**src/rtl/mealy_pkg.sv**
```systemverilog
// Shared types and transition function for the 4-state A/B/C/D Mealy machine.
// The decoder and its bench model import next_state() from here so all agree on the table.
package mealy_pkg;

    typedef enum logic [1:0] {
        S_A = 2'b00,
        S_B = 2'b01,
        S_C = 2'b10,
        S_D = 2'b11
    } state_t;

    function automatic state_t next_state(input state_t cur, input logic in);
        state_t nxt;
        nxt = S_A;
        case (cur)
            S_A: nxt = in ? S_A : S_B;
            S_B: nxt = in ? S_A : S_C;
            S_C: nxt = in ? S_B : S_D;
            S_D: nxt = in ? S_C : S_A;
            default: nxt = S_A;
        endcase
        return nxt;
    endfunction

endpackage

```
**src/rtl/mealy_dwell_ctr.sv**
```systemverilog
// Saturating dwell counter: clear wins over inc, holds at all-ones,
// and flags when the count equals the timeout threshold.
module mealy_dwell_ctr #(
    parameter int unsigned DWELL_W = 4,
    parameter int unsigned TIMEOUT = 12
) (
    input  logic               clk,
    input  logic               reset_n,
    input  logic               clear,
    input  logic               inc,
    output logic [DWELL_W-1:0] count,
    output logic               at_limit
);

    localparam logic [DWELL_W-1:0] LIMIT = DWELL_W'(TIMEOUT);
    localparam logic [DWELL_W-1:0] ONE   = DWELL_W'(1);

    logic [DWELL_W-1:0] r_count;

    always_ff @(posedge clk or negedge reset_n) begin
        if (!reset_n) begin
            r_count <= '0;
        end else if (clear) begin
            r_count <= '0;
        end else if (inc && (r_count != '1)) begin
            r_count <= r_count + ONE;
        end
    end

    assign count    = r_count;
    assign at_limit = (r_count == LIMIT);

endmodule

```
**src/rtl/mealy_state_seq.sv**
```systemverilog
// State register and next-state logic for the A/B/C/D Mealy machine, with
// load path, dwell-timeout recovery to A, and registered change/timeout pulses.
module mealy_state_seq
    import mealy_pkg::*;
#(
    parameter int unsigned DWELL_W = 4,
    parameter int unsigned TIMEOUT = 12
) (
    input  logic               clk,
    input  logic               reset_n,
    input  logic               en,
    input  logic               in,
    input  logic               load,
    input  logic [1:0]         load_state,
    output logic [1:0]         state,
    output logic [1:0]         prev_state,
    output logic               changed,
    output logic               timeout,
    output logic [DWELL_W-1:0] dwell
);

    state_t             r_state;
    state_t             r_prev;
    logic               r_changed;
    logic               r_timeout;

    state_t             w_state_nxt;
    state_t             w_prev_nxt;
    state_t             w_step;
    logic               w_tmo_hit;
    logic               w_moved;
    logic               w_changed_nxt;
    logic               w_timeout_nxt;
    logic               w_dwell_clr;
    logic [DWELL_W-1:0] w_dwell;
    logic               w_at_limit;

    mealy_dwell_ctr #(
        .DWELL_W (DWELL_W),
        .TIMEOUT (TIMEOUT)
    ) u_dwell (
        .clk      (clk),
        .reset_n  (reset_n),
        .clear    (w_dwell_clr),
        .inc      (!w_dwell_clr),
        .count    (w_dwell),
        .at_limit (w_at_limit)
    );

    always_ff @(posedge clk or negedge reset_n) begin
        if (!reset_n) begin
            r_state   <= S_A;
            r_prev    <= S_A;
            r_changed <= 1'b0;
            r_timeout <= 1'b0;
        end else begin
            r_state   <= w_state_nxt;
            r_prev    <= w_prev_nxt;
            r_changed <= w_changed_nxt;
            r_timeout <= w_timeout_nxt;
        end
    end

    // Priority: load > timeout > table step (en) > hold.
    always_comb begin
        w_step      = next_state(r_state, in);
        w_state_nxt = r_state;
        w_tmo_hit   = 1'b0;
        if (load) begin
            w_state_nxt = state_t'(load_state);
        end else if (en && w_at_limit) begin
            w_state_nxt = S_A;
            w_tmo_hit   = 1'b1;
        end else if (en) begin
            w_state_nxt = w_step;
        end
        w_moved     = (w_state_nxt != r_state);
        // Dwell restarts on any load, any timeout, or any real state change;
        // self-loops and idle (en=0) cycles keep counting.
        w_dwell_clr = load || w_tmo_hit || w_moved;
    end

    always_comb begin
        w_prev_nxt    = w_moved ? r_state : r_prev;
        w_changed_nxt = w_moved;
        w_timeout_nxt = w_tmo_hit;
    end

    assign state      = r_state;
    assign prev_state = r_prev;
    assign changed    = r_changed;
    assign timeout    = r_timeout;
    assign dwell      = w_dwell;

endmodule

```
**config.mk**
```make
export PLATFORM = sky130hd
export DESIGN_NAME = mealy_state_seq
export DESIGN_NICKNAME = d
export VERILOG_FILES = /design/src/rtl/mealy_pkg.sv /design/src/rtl/mealy_dwell_ctr.sv /design/src/rtl/mealy_state_seq.sv
export SDC_FILE = /design/constraint.sdc
export NUM_CORES = 1
export LEC_CHECK = 0
export CAP_MARGIN = 20
export CORE_AREA = 2 2 39 41
export DETAILED_ROUTE_END_ITERATION = 12
export DIE_AREA = 0 0 41 43
export HOLD_SLACK_MARGIN = 0.12
export PLACE_DENSITY = 0.85
export SLEW_MARGIN = 40
export SYNTH_ARGS = -nofsm -noshare
export SYNTH_HDL_FRONTEND = slang
export SYNTH_SLANG_ARGS = --single-unit
```
**constraint.sdc**
```tcl
create_clock -name clk -period 4.2 [get_ports clk]
set_input_delay 0.84 -clock clk [delete_from_list [all_inputs] [get_ports clk]]
set_output_delay 0.84 -clock clk [all_outputs]
set_load 0.01 [all_outputs]
```
### Word level (Yosys, flattened, before mapping)

Index checks and enable logic that the tools add are counted.

| storage, ports and cells | value |
|---|---|
| flip-flop bits (word level) | 10 |
| bits in latches | 0 |
| memory bits (writable) | 0 |
| ROM bits | 0 |
| input bits | 7 |
| logic and storage cells | 31 |
| memories kept | 0 |

| cells by class | value |
|---|---|
| $add $sub $neg | 1 |
| multiply operators | 0 |
| divide/modulo/power cells | 0 |
| order comparisons | 0 |
| equality and inequality tests | 6 |
| shift operators | 0 |
| muxes and demuxes | 12 |
| bitwise operators | 0 |
| reduce and logical (&&, ||, !) cells | 7 |

Operator list:

| operator | number |
|---|---|
| 2-bit two-way mux | 6 |
| 4-bit two-way mux | 2 |
| 2-bit one-hot mux with 4 select lines | 1 |
| 4-bit by 1-bit adder with 4-bit output, second input constant | 1 |
| 2-bit == test, second input constant | 2 |
| 4-bit == test, second input constant | 1 |
| 4-bit != test, second input constant | 1 |
| 1-bit two-way mux | 3 |
| 2-bit by 1-bit == test with 1-bit output, second input constant | 1 |
| 1-bit logical AND | 2 |
| 2-bit zero test | 1 |
| 1-bit logical OR | 2 |
| 2-bit != test | 1 |
| 2-bit nonzero test | 1 |
| 1-bit zero test | 1 |

### Longest topological paths before layout

Gate-level depths: netlist of the first run.

| depth | value |
|---|---|
| depth in word-level cells | 11 |
| gate-level depth with buffers | 6 |

### By module

Synthesis of the first run repeated with hierarchy kept, for this count alone.

| unflattened totals | value |
|---|---|
| cells, all modules | 64 |
| area total of the unflattened synthesis | 643.1 um2 |

Modules (own cells, without submodules):

| module | times used | cells an instance | area each (um2) |
|---|---|---|---|
| mealy_state_seq | 1 | 40 | 389.1 |
| mealy_dwell_ctr | 1 | 24 | 254.0 |

### Worst setup path before layout of the first run

OpenSTA, ideal clock, no wires.

| timing | value |
|---|---|
| path kind | input to register |
| start | input port en |
| end | register r_changed, in the netlist changed |
| library setup time | 0.124 ns |
| arrival time | 1.712 ns |
| setup slack | 2.364 ns |
| stages on the path | 5 |
| buffers on the path | 1 |
| cell sequence | buf_6 a41o_2 nand3_1 nand3_1 or2_1 |

| on the way | value |
|---|---|
| cells in the longest elaborated chain, start to end | 4 |
| elaborated cells on any way between the ends | 5 |
| those cells by class | eq/ne: 1; mux: 3; reduce/logical: 1 |

RTL lines:

| what | line | text |
|---|---|---|
| start, declared | mealy_state_seq.sv:11 | `input logic en,` |
| 2-bit two-way mux / 1-bit logical AND (equally long branches) | mealy_state_seq.sv:74, mealy_state_seq.sv:71 |  |
| 2-bit two-way mux * | mealy_state_seq.sv:71 | `end else if (en && w_at_limit) begin` |
| 2-bit two-way mux * | mealy_state_seq.sv:69 | `if (load) begin` |
| 2-bit != test * | mealy_state_seq.sv:77 | `w_moved = (w_state_nxt != r_state);` |
| via w_changed_nxt | mealy_state_seq.sv:32 | `logic w_changed_nxt;` |
| end signal, assigned | mealy_state_seq.sv:59 | `r_changed <= w_changed_nxt;` |
| end, declared | mealy_state_seq.sv:24 | `logic r_changed;` |

The timed path passes the listed nets; every way through them passes the cells marked *.
A chain may end at the register's enable or synchronous reset.

### Worst setup path after layout of the first run

| timing | value |
|---|---|
| start | input port en |
| end | register u_dwell.r_count[3], in the netlist u_dwell.count[3] |

| on the way | value |
|---|---|
| cells in the longest elaborated chain, start to end | 8 |
| elaborated cells on any way between the ends | 13 |
| those cells by class | eq/ne: 1; mux: 6; reduce/logical: 6 |

RTL lines:

| what | line | text |
|---|---|---|
| 2-bit two-way mux / 1-bit logical AND (equally long branches) | mealy_state_seq.sv:74, mealy_state_seq.sv:71 |  |
| 2-bit two-way mux / 1-bit two-way mux (equally long branches) | mealy_state_seq.sv:71 |  |
| 2-bit two-way mux / 1-bit two-way mux (equally long branches) | mealy_state_seq.sv:69 |  |
| 2-bit != test / 1-bit logical OR (equally long branches) | mealy_state_seq.sv:77, mealy_state_seq.sv:80 |  |
| 1-bit logical OR * | mealy_state_seq.sv:80 | `w_dwell_clr = load \|\| w_tmo_hit \|\| w_moved;` |
| 1-bit zero test | mealy_state_seq.sv:45 | `.inc (!w_dwell_clr),` |
| 1-bit logical AND | mealy_dwell_ctr.sv:25 | `end else if (inc && (r_count != '1)) begin` |
| 2-bit nonzero test (no source line) | -- |  |
| end signal, assigned | mealy_dwell_ctr.sv:26 | `r_count <= r_count + ONE;` |
| end, declared | mealy_dwell_ctr.sv:18 | `logic [DWELL_W-1:0] r_count;` |

Mark *: on every way between the ends. The rest lies on a longest branch, timed or not.

==> results of run 1 <==
## worst paths after layout
path                               endpoint  slack [ns]              from
max                        u_dwell.count[3]        1.84                en
min                           prev_state[1]        0.56     prev_state[1]
max reg2reg                u_dwell.count[3]        2.37  u_dwell.count[0]
min reg2reg                   prev_state[1]        0.56     prev_state[1]
max in group asynchronous           timeout        2.98           reset_n
min in group asynchronous          state[1]        0.89           reset_n
## final cells by class
class,instances,share of cell area
clock buffer,3,0.0274
inverter,4,0.0183
multi-input combinational,48,0.430
sequential,10,0.305
tap,16,0.0244
timing repair buffer,16,0.195
## registers in the layout, indices dropped and copies added, names as in the netlist
signal	cells
u_dwell.count	4
prev_state	2
state	2
changed	1
timeout	1
## power by group
part | switching (mW) | internal (mW)
combinational | 0.0340 | 0.0372
clock | 0.0335 | 0.0331
sequential | 0.00857 | 0.105
total | 0.0761 | 0.175
## cells in the final DEF, fill, tap and decap left out, types with 2 or more instances in the layout
cell type / instances
clkdlybuf4s50_1: 16
dfrtp_1: 10
nor4_1: 4
nand3_1: 6
nand2b_1: 2
ha_1: 2
mux2i_1: 2
nand4_1: 2
o21ai_0: 8
nor2_1: 2
clkbuf_4: 3
inv_1: 4
## synthesized netlist by cell type (2+ instances only)
cell / number
nand3_1: 6
o21ai_0: 8
nand4_1: 2
nor4_1: 4
mux2i_1: 2
nor2_1: 2
ha_1: 2
dfrtp_1: 10
inv_1: 4
nand2b_1: 2
## critical path, delay by kind of cell
| family | cells | cell delay, ns |
|---|---|---|
| AO/OA/AOI/OAI | 2 | 0.62 |
| AND/OR/NAND/NOR | 2 | 0.36 |
| buffers and inverters | 1 | 0.70 |
## cell families (layout without fill, tap and decap cells)
| group | after synthesis | after routing | synth area share |
|---|---|---|---|
| xor gates and xnor gates | 1 | 1 | 0.0139 |
| buffers and inverters | 5 | 23 | 0.0417 |
| muxes | 2 | 2 | 0.0318 |
| adders and majority gates | 2 | 2 | 0.0398 |
| and+or+nand+nor | 25 | 25 | 0.235 |
| DFF | 10 | 10 | 0.398 |
| AOI/OAI and AO/OA | 18 | 18 | 0.241 |
## metrics by stage
step                 util  total power [mW]
floorplan               -             0.153
global placement    0.577             0.185
detailed placement  0.577             0.186
CTS                 0.593             0.253
global route        0.593             0.266
finish              0.593             0.251
## routing by layer
metal  part of all wire  track usage
met1               0.42        0.246
met2               0.46        0.275
met3              0.062       0.0576
met4              0.051        0.120
met5                  0            0
==> results.py, run 1 <==
metrics = {
    "sta": {
        "timing.hold.ws_ns": 0.564,
        "fin_setup_tns_ns": 0,
        "hold_viol": 0,
        "fmax_mhz": 423,
        "relSlewSlack": 0.681,
        "rsz0062_at_grt": "false",
        "fin_skew_ns": 0.00874,
        "fin_ws_ns": 1.84,
        "post-route-min-period_ns": 2.36,
        "tightest_slew_ns": 0.478,
        "report.final.slew_viol_count": 0,
        "post-route-period-util": 0.562,
        "finalSetupViolCount": 0,
    },
    "cts": {
        "cts_root_buf": "clkbuf_4",
        "path_clk_slew_ns": 0.07,
        "clkLatencyLatePin_ns": 0.27,
        "cts_setup_buffers": 0,
        "cts.sinks": 10,
        "cts_buffer_depth": 2,
        "cts_tree": "built",
        "cts-resized-gates": 0,
        "cts_buffers": 3,
        "cts_hold_buf": 0,
        "ctsHtreeMaxLevel": 1,
    },
    "global_route": {
        "grt_pass1_wl_mm": 2.24,
        "grt_pass1_vias": 512,
        "grt-ovfl-total": 0,
        "grtUsageTotal": 0.193,
        "antenna_found_initial": 0,
        "grt_max_degree": 12,
    },
    "power": {
        "p_leak_nw": 0.333,
        "vdd_ir_drop_max_mv": 0.181,
        "p_per_area_mw_per_mm2": 306,
    },
    "die": {
        "ios": 17,
        "die_w_um": 41,
        "die_h_um": 43,
        "core-area_mm2": 0.00138,
        "die-area_mm2": 0.00176,
        "fp-row-count": 14,
        "start_util": 0.455,
    },
    "final_layout": {
        "fillCellCount": 129,
        "multi_input_area_um2": 353,
        "syn_to_final_growth_pct": 30.4,
        "final_cell_area_um2": 821,
        "drive_above_1_share": 0.136,
        "final_nets": 92,
        "n_antenna_cell": 0,
        "fin_cells": 97,
        "regArea_um2": 250,
    },
    "drt": {
        "drc": 0,
        "vias": 579,
        "wl_mm": 1.40,
        "viasPerCell": 5.97,
        "drt_first_iter_violations": 10,
        "ant_nets": 0,
        "dr.pass1.iters": 5,
        "wire_per_inst_um": 14.4,
    },
    "synthesis": {
        "ys_seq_area_frac": 0.398,
        "synthesis.nets": 72,
        "synth_area_leaders": "dfrtp_1 40%, o21ai_0 6.4%, nand3_1 4.8%, a311oi_4 4.2%, ha_1 4.0%",
        "syn_area_um2": 629,
        "synth_top_area_share": 0.398,
        "post-synth-top-area-cell": "dfrtp_1",
        "ys_ff_latch": 10,
        "async_reset_ff_frac": 1.00,
        "synth-main-ff-cell": "dfrtp_1",
        "synth_cell_types": 31,
        "syn_inst": 63,
        "synth_edf_count": 0,
        "syn_area_per_cell_um2": 9.99,
        "yosysWarnings": 0,
    },
    "worst_setup_path": {
        "worstPathRequired_ns": 4.37,
        "crit_chain": "clkdlybuf4s50_1, a41oi_2, a311oi_4, nor2_2, nor4_1",
        "reg2reg_depth": 6,
        "slowest_stage": "clkdlybuf4s50_1",
        "critPathMaxFanout": 11,
        "cp-start-kind": "primary input",
        "max_stage_delay_ns": 0.70,
        "crit_type": "in -> reg",
        "crit_path_end_kind": "flop",
        "worstPathArrival_ns": 2.53,
    },
    "outcome": {
        "status": "finished clean",
    },
    "hold_path": {
        "min_path_type": "reg -> reg",
        "whs_path_depth": 2,
    },
    "placed_design": {
        "port_buffers": 16,
        "dpl.cell_count": 94,
        "hpwl_mm": 1.03,
        "finalWeightedCongestion": 0.787,
        "place_area_um2": 798,
        "placement.setup.worst_slack_ns": 1.55,
    },
    "run": {
        "cap_violations": 0,
    },
}
No activity file was read; power rests on OpenSTA's default activity.
==> run 2, diff against run 1 <==
--- a/config.mk
+++ b/config.mk
@@ -6,11 +6,12 @@
 export NUM_CORES = 1
 export LEC_CHECK = 0
 export CAP_MARGIN = 20
-export CORE_AREA = 2 2 39 41
+export CORE_ASPECT_RATIO = 1.1
+export CORE_MARGIN = 2
+export CORE_UTILIZATION = 41
 export DETAILED_ROUTE_END_ITERATION = 12
-export DIE_AREA = 0 0 41 43
 export HOLD_SLACK_MARGIN = 0.12
-export PLACE_DENSITY = 0.85
+export PLACE_DENSITY = 0.79
 export SLEW_MARGIN = 40
 export SYNTH_ARGS = -nofsm -noshare
 export SYNTH_HDL_FRONTEND = slang
==> constraint.sdc (replaced) <==
create_clock -name clk -period 1.9 [get_ports clk]
set_input_delay 0.38 -clock clk [delete_from_list [all_inputs] [get_ports clk]]
set_output_delay 0.38 -clock clk [all_outputs]
set_load 0.01 [all_outputs]
==> results.py, run 2 (same netlist as run 1, synthesis figures left out) <==
metrics = {
    "worst_setup_path": {
        "crit_type": "reg -> reg",
        "worstPathRequired_ns": 2.06,
        "reg2reg_depth": 6,
        "critPathMaxFanout": 5,
        "worstPathArrival_ns": 1.96,
        "crit_path_end_kind": "flop",
        "cp-start-kind": "flop",
    },
    "outcome": {
        "status": "finished clean",
    },
    "global_route": {
        "grt_pass1_vias": 555,
        "grt_use_met2": 0.288,
        "use_met1": 0.278,
        "grt_max_degree": 11,
        "use_met3": 0.0394,
        "grt-ovfl-total": 0,
        "grt_pass1_wl_mm": 2.43,
        "antenna_found_initial": 0,
        "grtUsageTotal": 0.189,
        "grt.busiest_layer": "met2",
    },
    "placed_design": {
        "place_area_um2": 851,
        "port_buffers": 16,
        "hpwl_mm": 1.10,
        "dpl.cell_count": 101,
        "finalWeightedCongestion": 0.794,
    },
    "final_layout": {
        "most-common-layout-cells": "15 x clkdlybuf4s50_1, 10 x dfrtp_1, 8 x o21ai_0",
        "final_nets": 99,
        "fin_cells": 105,
        "final_cell_area_um2": 895,
        "drive_above_1_share": 0.225,
        "n_antenna_cell": 0,
        "mostFrequentLayoutCell": "clkdlybuf4s50_1",
        "largest_register_ffs": 4,
        "syn_to_final_growth_pct": 42.1,
    },
    "drt": {
        "ant_nets": 0,
        "drc": 0,
        "wire_per_inst_um": 14.6,
        "vias": 587,
        "viasPerCell": 5.59,
        "dr.pass1.iters": 4,
        "wl_mm": 1.53,
        "drt_first_iter_violations": 23,
    },
    "power": {
        "p_leak_nw": 0.388,
        "p_per_area_mw_per_mm2": 695,
        "vdd_ir_drop_max_mv": 0.420,
    },
    "die": {
        "fp-row-count": 14,
        "start_util": 0.449,
        "die_w_um": 41.4,
        "die_h_um": 45.1,
        "core-area_mm2": 0.00140,
        "die-area_mm2": 0.00186,
        "ios": 17,
    },
    "cts": {
        "ctsHtreeMaxLevel": 1,
        "cts_root_buf": "clkbuf_4",
        "cts_buffer_depth": 2,
        "path_clk_slew_ns": 0.08,
        "clkLatencyLatePin_ns": 0.27,
        "cts_setup_buffers": 0,
        "cts_tree": "built",
        "cts_buffers": 3,
        "cts.sinks": 10,
    },
    "sta": {
        "hold_viol": 0,
        "relSlewSlack": 0.695,
        "report.final.slew_viol_count": 0,
        "finalSetupViolCount": 0,
        "fin_skew_ns": 0.00841,
        "tightest_slew_ns": 0.456,
        "post-route-min-period_ns": 1.80,
        "fmax_mhz": 555,
        "post-route-period-util": 0.948,
        "rsz0062_at_grt": "false",
    },
    "run": {
        "cap_violations": 0,
    },
    "hold_path": {
        "min_path_type": "in -> async",
    },
}
run 2: layout make-up:
cell class,instances,area (µm²)
fill,118,507
clock buffer,4,36.3
timing repair buffer,23,215
inverter,4,15.0
sequential,10,250
multi-input combinational,48,358
tap,16,20.0
run 2: timing repair:
action / 4_1_cts / 5_1_grt
hold buffers: 0 / 0
hold endpoints to repair: 0 / 0
setup endpoints to repair: 0 / 3
resized for setup: 0 / 2
run 2: critical path, stage by stage (launching register included):
cell	delay, ns
dfrtp_1	0.43
inv_1	0.08
ha_1	0.21
a41oi_2	0.21
a311oi_4	0.39
nor2_2	0.11
nor4_1	0.25
run 2: final timing paths:
kind	from	end	slack, ns
hold reg to reg	prev_state[0]	prev_state[0]	0.56
min in group clk	prev_state[0]	prev_state[0]	0.56
max in group asynchronous	reset_n	state[1]	1.16
setup / recovery	u_dwell.count[0]	u_dwell.count[3]	0.1
setup reg to reg	u_dwell.count[0]	u_dwell.count[3]	0.1
hold / removal	reset_n	u_dwell.count[2]	0.42
run 2: power breakdown:
group | leakage [nW] | internal, mW | switching, mW | total [mW]
Combinational | 0.239 | 0.0924 | 0.0817 | 0.174
Sequential | 0.129 | 0.232 | 0.0183 | 0.250
Clock | 0.0210 | 0.116 | 0.0809 | 0.197
run 2: through the flow:
step | setup TNS [ns] | hold WS (ns) | util | power [mW] | setup slack, ns
floorplan | 0 | 0.0844 | - | 0.338 | 0.233
global placement | -0.340 | 0.557 | 0.607 | 0.422 | -0.0808
detailed placement | -1.22 | 0.543 | 0.607 | 0.424 | -0.230
CTS | 0 | 0.425 | 0.633 | 0.626 | 0.0549
global route | 0 | 0.471 | 0.638 | 0.652 | 0.00785
finish | 0 | 0.419 | 0.638 | 0.622 | 0.0995
run 2: routing by layer:
metal	vias to the layer above	share of wire
li1	294	-
met1	266	0.47
met2	25	0.45
met3	2	0.072
met4	0	0.0078
met5	-	0
